[src/rtl/seg_pkg.sv]
// Shared constants for the multiplexed 7-segment driver: glyph table,
// segment bit positions and the scan divider helper.
package seg_pkg;

  localparam int SEG_A  = 0;
  localparam int SEG_B  = 1;
  localparam int SEG_C  = 2;
  localparam int SEG_D  = 3;
  localparam int SEG_E  = 4;
  localparam int SEG_F  = 5;
  localparam int SEG_G  = 6;
  localparam int SEG_DP = 7;

  // Active-high glyphs, bit order {g,f,e,d,c,b,a}; entry 15 listed first.
  localparam logic [15:0][6:0] SEG_TABLE = {
    7'b1110001,  // F
    7'b1111001,  // E
    7'b1011110,  // d
    7'b0111001,  // C
    7'b1111100,  // b
    7'b1110111,  // A
    7'b1101111,  // 9
    7'b1111111,  // 8
    7'b0000111,  // 7
    7'b1111101,  // 6
    7'b1101101,  // 5
    7'b1100110,  // 4
    7'b1001111,  // 3
    7'b1011011,  // 2
    7'b0000110,  // 1
    7'b0111111   // 0
  };

  // Clocks per digit dwell; returns 0 for an unusable ratio so the caller can reject it.
  function automatic int calc_div(input int clk_freq, input int scan_freq);
    if (scan_freq <= 0) return 0;
    if (clk_freq / scan_freq < 2) return 0;
    return clk_freq / scan_freq;
  endfunction

endpackage

[src/rtl/seg_hex_lut.sv]
// Combinational hex nibble to active-high 7-segment glyph lookup.
module seg_hex_lut
  import seg_pkg::*;
(
  input  logic [3:0] nibble,
  output logic [6:0] glyph
);

  assign glyph = SEG_TABLE[nibble];

endmodule

[src/rtl/seg_scan_driver.sv]
// N-digit time-multiplexed 7-segment driver with frame-coherent snapshot,
// per-digit blanking, leading-zero suppression and selectable polarity.
module seg_scan_driver
  import seg_pkg::*;
#(
  parameter int NUM_DIGITS     = 6,
  parameter int CLK_FREQ       = 50_000_000,
  parameter int SCAN_FREQ      = 1000,
  parameter bit SEG_ACTIVE_LOW = 1'b1,
  parameter bit SEL_ACTIVE_LOW = 1'b1
) (
  input  logic                    clk,
  input  logic                    rst,
  input  logic                    en,
  input  logic [4*NUM_DIGITS-1:0] data_in,
  input  logic [NUM_DIGITS-1:0]   dp_in,
  input  logic [NUM_DIGITS-1:0]   blank_mask,
  input  logic                    lz_blank,
  output logic [7:0]              seg_out,
  output logic [NUM_DIGITS-1:0]   sel_out,
  output logic                    frame_done
);

  localparam int DIV   = calc_div(CLK_FREQ, SCAN_FREQ);
  localparam int PS_W  = (DIV > 1) ? $clog2(DIV) : 1;
  localparam int IDX_W = (NUM_DIGITS > 1) ? $clog2(NUM_DIGITS) : 1;
  localparam logic [7:0]            SEG_OFF = SEG_ACTIVE_LOW ? 8'hFF : 8'h00;
  localparam logic [NUM_DIGITS-1:0] SEL_OFF = SEL_ACTIVE_LOW ? '1 : '0;

  if (DIV < 2) begin : g_bad_div
    $error("seg_scan_driver: CLK_FREQ/SCAN_FREQ must be at least 2");
  end
  if (NUM_DIGITS < 1 || NUM_DIGITS > 8) begin : g_bad_digits
    $error("seg_scan_driver: NUM_DIGITS must be within 1..8");
  end

  logic [PS_W-1:0]         prescaler;
  logic [IDX_W-1:0]        idx;
  logic                    load_pending;
  logic                    tick;
  logic                    wrap;
  logic                    load;

  logic [4*NUM_DIGITS-1:0] snap_data;
  logic [NUM_DIGITS-1:0]   snap_dp;
  logic [NUM_DIGITS-1:0]   snap_mask;
  logic                    snap_lz;

  logic [4*NUM_DIGITS-1:0] view_data;
  logic [NUM_DIGITS-1:0]   view_dp;
  logic [NUM_DIGITS-1:0]   view_mask;
  logic                    view_lz;

  logic [NUM_DIGITS-1:0]   lead_zero;
  logic [3:0]              cur_nibble;
  logic [6:0]              cur_glyph;
  logic [7:0]              seg_next;
  logic [NUM_DIGITS-1:0]   sel_next;

  assign tick = (prescaler == PS_W'(DIV - 1));
  assign wrap = tick && (idx == IDX_W'(NUM_DIGITS - 1));
  assign load = en && (load_pending || wrap);

  // The first displayed digit after a restart must come from the live inputs,
  // because the shadow copy is only being captured on that same edge.
  assign view_data = load_pending ? data_in    : snap_data;
  assign view_dp   = load_pending ? dp_in      : snap_dp;
  assign view_mask = load_pending ? blank_mask : snap_mask;
  assign view_lz   = load_pending ? lz_blank   : snap_lz;

  // NOTE: shadow registers carry no reset; load_pending forces a fresh capture before any use.
  always_ff @(posedge clk) begin
    if (load) begin
      snap_data <= data_in;
      snap_dp   <= dp_in;
      snap_mask <= blank_mask;
      snap_lz   <= lz_blank;
    end
  end

  always_comb begin : lz_scan
    logic zero_run;
    lead_zero = '0;
    zero_run  = 1'b1;
    for (int k = NUM_DIGITS - 1; k >= 0; k--) begin
      zero_run     = zero_run && (view_data[4*k +: 4] == 4'h0);
      lead_zero[k] = zero_run && (k != 0);
    end
  end

  assign cur_nibble = view_data[4*idx +: 4];

  seg_hex_lut u_lut (
    .nibble (cur_nibble),
    .glyph  (cur_glyph)
  );

  // NOTE: every always_comb output gets a default first so no latch can be inferred.
  always_comb begin
    seg_next              = '0;
    seg_next[SEG_G:SEG_A] = cur_glyph;
    seg_next[SEG_DP]      = view_dp[idx];
    if (view_mask[idx]) begin
      seg_next = '0;
    end else if (view_lz && lead_zero[idx]) begin
      seg_next[SEG_G:SEG_A] = '0;
    end
  end

  assign sel_next = NUM_DIGITS'(1) << idx;

  // NOTE: sequential state uses non-blocking assignments so all registers update from pre-edge values.
  always_ff @(posedge clk) begin
    if (rst || !en) begin
      prescaler    <= '0;
      idx          <= '0;
      load_pending <= 1'b1;
      frame_done   <= 1'b0;
      seg_out      <= SEG_OFF;
      sel_out      <= SEL_OFF;
    end else begin
      prescaler    <= tick ? '0 : prescaler + PS_W'(1);
      if (tick) begin
        idx <= wrap ? '0 : idx + IDX_W'(1);
      end
      frame_done   <= wrap;
      load_pending <= 1'b0;
      seg_out      <= seg_next ^ SEG_OFF;
      sel_out      <= sel_next ^ SEL_OFF;
    end
  end

endmodule

[config.mk]
export PLATFORM = sky130hd
export DESIGN_NAME = seg_scan_driver
export DESIGN_NICKNAME = d
export VERILOG_FILES = /design/src/rtl/seg_pkg.sv /design/src/rtl/seg_hex_lut.sv /design/src/rtl/seg_scan_driver.sv
export SDC_FILE = /design/constraint.sdc
export NUM_CORES = 1
export LEC_CHECK = 0
export ABC_AREA = 1
export BUFFER_PORTS_ARGS = -buffer_cell sky130_fd_sc_hd__buf_4
export CAP_MARGIN = 10
export CORE_UTILIZATION = 57
export DETAILED_ROUTE_END_ITERATION = 6
export GPL_TIMING_DRIVEN = 0
export PLACE_DENSITY = 0.8
export SYNTH_ARGS = -nofsm -noshare
export SYNTH_HDL_FRONTEND = slang
export SYNTH_SLANG_ARGS = --single-unit
[constraint.sdc]
create_clock -name clk -period 3.77 [get_ports clk]
set_input_delay 0.5655 -clock clk [delete_from_list [all_inputs] [get_ports clk]]
set_output_delay 0.5655 -clock clk [all_outputs]
set_load 0.005 [all_outputs]
==> reports/metrics.csv <==
stage;metric;value;unit
clock_tree;clock sink total;72;
place;placed insts;558;
synthesis;synth top area cells;edfxtp_1 (31%), dfxtp_1 (19%), nand2_1 (13%);
drt;DR vias/cell;5.40;
setup_path;CP cell instances;buf_2 -> inv_4 -> buf_4 -> nand3_1 -> nand3_1 -> nand2_1 -> nand2_1 -> nand2_1 -> inv_1 -> ha_1 -> inv_1 -> nand3_1 -> nand3_1 -> nand3_1;
synthesis;yosys warns;0;
pwr;Clk network pwr share;36.1;%
synthesis;Synth Instances;428;
drt;Vias;3101;
synthesis;simple-gate portion of the synthesized area;30.4;%
clock_tree;latest clock arrival within the worst-skew pair;0.36;ns
clock_tree;CTS resizes;0;
setup_path;crit path DAT;2.57;ns
setup_path;worst-path fanout max;11;
setup_path;kind of critical path;reg -> reg;
synthesis;ys async rst share;0;%
finish;Final Core Density;72.1;%
clock_tree;Num CTS Buffers;9;
clock_tree;H-tree levels;3;
synthesis;Synth Flop Type;edfxtp_1;
pwr;maximum vdd ir drop;237;uV
setup_path;slowest stage delay, CP;0.38;ns
finish;commonest non-fill, non-tap cells in the layout;nand2_1 (123), buf_4 (58), nand3_1 (50), nor2_1 (49), edfxtp_1 (37);
synthesis;Synth area leader;edfxtp_1;
finish;share of layout cells above drive strength 1;20.4;%
floorplan;# IOs;55;
pwr;PD cells;378;mW/mm^2
setup_path;Worst setup SP type;flop;
run_status;status;completed;
global_route;Overflow after GRT;0;
synthesis;register area share after synthesis;50.3;%
synthesis;Compound-Gate Fraction of Synth Area;7.61;%
setup_path;Slowest-stage cell, CP;dfxtp_1;
global_route;All-Layer GR Usage;26.5;%
synthesis;post-synth cell types;40;
synthesis;mapped cell area;0.00360;sq mm
finish;Layout Nets;546;
clock_tree;Post-CTS Hold Buffers;0;
drt;DR DRC count;0;
synthesis;Synth Register Bits;72;
sta;TNS Setup;0;ns
sta;max-slew violation count;0;
worst_hold_path;worst min path class;in -> reg;
pwr;switching part of the total power;25.6;%
place;I/O Buffers;54;
global_route;initial antenna violation count;0;
pwr;sw power;0.000419;W
setup_path;reg2reg setup slack;1.44;ns
finish;synth-to-layout area growth;20.1;%
clock_tree;postcts setup bufs;0;
finish;number of fill cells;497;
drt;initial drt markers;179;
floorplan;Die ar.;0.00663;sq mm
synthesis;Synthesized Nets;480;
clock_tree;CTS max path bufs;2;
floorplan;CORE AREA;0.00599;sq mm
sta;Worst Skew;0.0118;ns
finish;diodes inserted;0;
finish;fin cells;574;
floorplan;chip height;81.5;um
synthesis;Mapped Avg Cell Area;8.41;sq um
sta;Max Freq;429;MHz
sta;Fin. Hold Viols;0;
synthesis;largest family of logic cells by synthesized area;simple AND/OR/NAND/NOR gates;
floorplan;num rows;28;
clock_tree;CTS tree;yes;
floorplan;Initial Util;60.1;%
place;RD Place Congestion;0.881;
drt;Pre-antenna DRT Iters;5;
sta;fin crit share;61.8;%
drt;antenna-violating nets left;0;
setup_path;cell mode on critical path;nand3_1;
pwr;Pint;0.00122;W
place;DP Wirelength;5890;um
sta;post-route minimum period;2.33;ns
finish;Register Area;0.00181;sq mm
drt;drt total wl;8170;um
clock_tree;clk slew on worst S/H paths;0.08;ns
setup_path;worst path required time;4.01;ns
setup_path;Setup crit end kind;flop;
finish;commonest non-fill, non-tap cell in the layout;nand2_1;
flow_run;max-cap violation count;0;
pwr;sequential share of power;52.8;%
sta;headroom to the max-slew limit;67.2;%
clock_tree;CTS root buffer;clkbuf_8;
synthesis;Post-synth EDFFs;37;
pwr;Comb power frac;11.1;%
floorplan;Die W;81.5;um
sta;RSZ-0062 raised after global routing;false;
synthesis;Synth top area share;30.9;%
drt;routed len/inst;14.2;um
sta;worst-margin pin slew;0.492;ns
synthesis;adder-cell share of the synthesized area;4.17;%
synthesis;mux cell area share after synthesis;0.278;%
pwr;Overall Power;0.00163;W
global_route;largest net degree at the start of global routing;30;
synthesis;xor and xnor area share after synthesis;0.974;%
finish;Multi-input gate area;0.00157;sq mm
sta;# setup viols final;0;
sta;final hold slack;0.388;ns
global_route;first-pass GRT wire length;13000;um
pwr;static leakage;1.86;nW
global_route;vias in the first global route;2920;
## sequential cells by signal (all words and copies together) (netlist names)
name / flops
seg_out: 8
snap_lz: 1
load_pending: 1
prescaler: 16
snap_mask: 6
frame_done: 1
idx: 3
snap_data: 24
sel_out: 6
snap_dp: 6
## cell usage after synthesis, types with 2 or more instances
cell and n:
nor4_4 2, ha_1 12, xnor2_1 2, inv_2 6, nand4_1 4, o21ai_0 10
nor2_1 49, nand2_2 4, nor3_1 7, xor2_1 2, inv_1 26, nand2_1 123
o211ai_1 4, a31oi_1 2, buf_6 3, a211oi_1 3, o21ai_1 7, buf_4 4
nand3_1 50, a21oi_1 9, clkbuf_1 3, buf_2 4, edfxtp_1 37, o22ai_1 4
nor3b_1 2, dfxtp_1 35
## critical path: cells and delay by family (launching register included)
kind / cells / cell delay (ns)
buf+inv: 5 / 0.76
simple gates: 8 / 0.79
fa+ha+maj: 1 / 0.26
flops: 1 / 0.38
## power by group through the flow
stage | registers, W | logic (W) | clock network, W
final | 0.000863 | 0.000181 | 0.000590
after global routing | 0.000865 | 0.000201 | 0.000630
after CTS | 0.000863 | 0.000180 | 0.000594
after detailed placement | 0.000881 | 0.000179 | 0
after global placement | 0.000881 | 0.000170 | 0
after floorplan | 0.000881 | 0.000104 | 0
## cell type report
class | count | area share, %
timing repair buffer | 55 | 9.85
inverter | 34 | 3.01
buffer | 14 | 2.20
clock inverter | 5 | 0.869
tap | 75 | 2.17
clock buffer | 11 | 3.56
sequential | 72 | 41.9
multi-input combinational | 308 | 36.4
## layer usage
| layer | share of wire (%) | GRT usage, % | vias up |
|---|---|---|---|
| met3 | 6.6 | 6.22 | 20 |
| met5 | 0 | 0 | - |
| met2 | 48 | 43.2 | 128 |
| li1 | - | - | 1559 |
| met1 | 43 | 33.3 | 1394 |
| met4 | 2.2 | 12.1 | 0 |
## final timing paths
check                                        startpoint                 endpoint  cells past startpoint
worst max-delay path                idx[0]$_SDFFE_PP0P_    seg_out[3]$_SDFF_PP1_                     14
worst min-delay path                           dp_in[0]     snap_dp[0]$_DFFE_PP_                      1
worst max register to register      idx[0]$_SDFFE_PP0P_    seg_out[3]$_SDFF_PP1_                     14
worst min register to register  prescaler[0]$_SDFF_PP0_  prescaler[0]$_SDFF_PP0_                      1
## per-stage QoR
step           worst slack, ns  area, sq um
5_1_grt                   1.24         4320
4_1_cts                   1.46         4320
3_3_place_gp            -0.543         4100
3_5_place_dp              1.48         4130
6_report                  1.44         4320
2_1_floorplan            0.469         3600
## kinds of logic after synthesis
family,count (synthesis)
and+or+nand+nor,248
DFF,72
buffers and inverters,48
AOI/OAI and AO/OA,43
adders and majority gates,12
xor gates and xnor gates,4
muxes,1
Power figures use the tool's default switching activity.
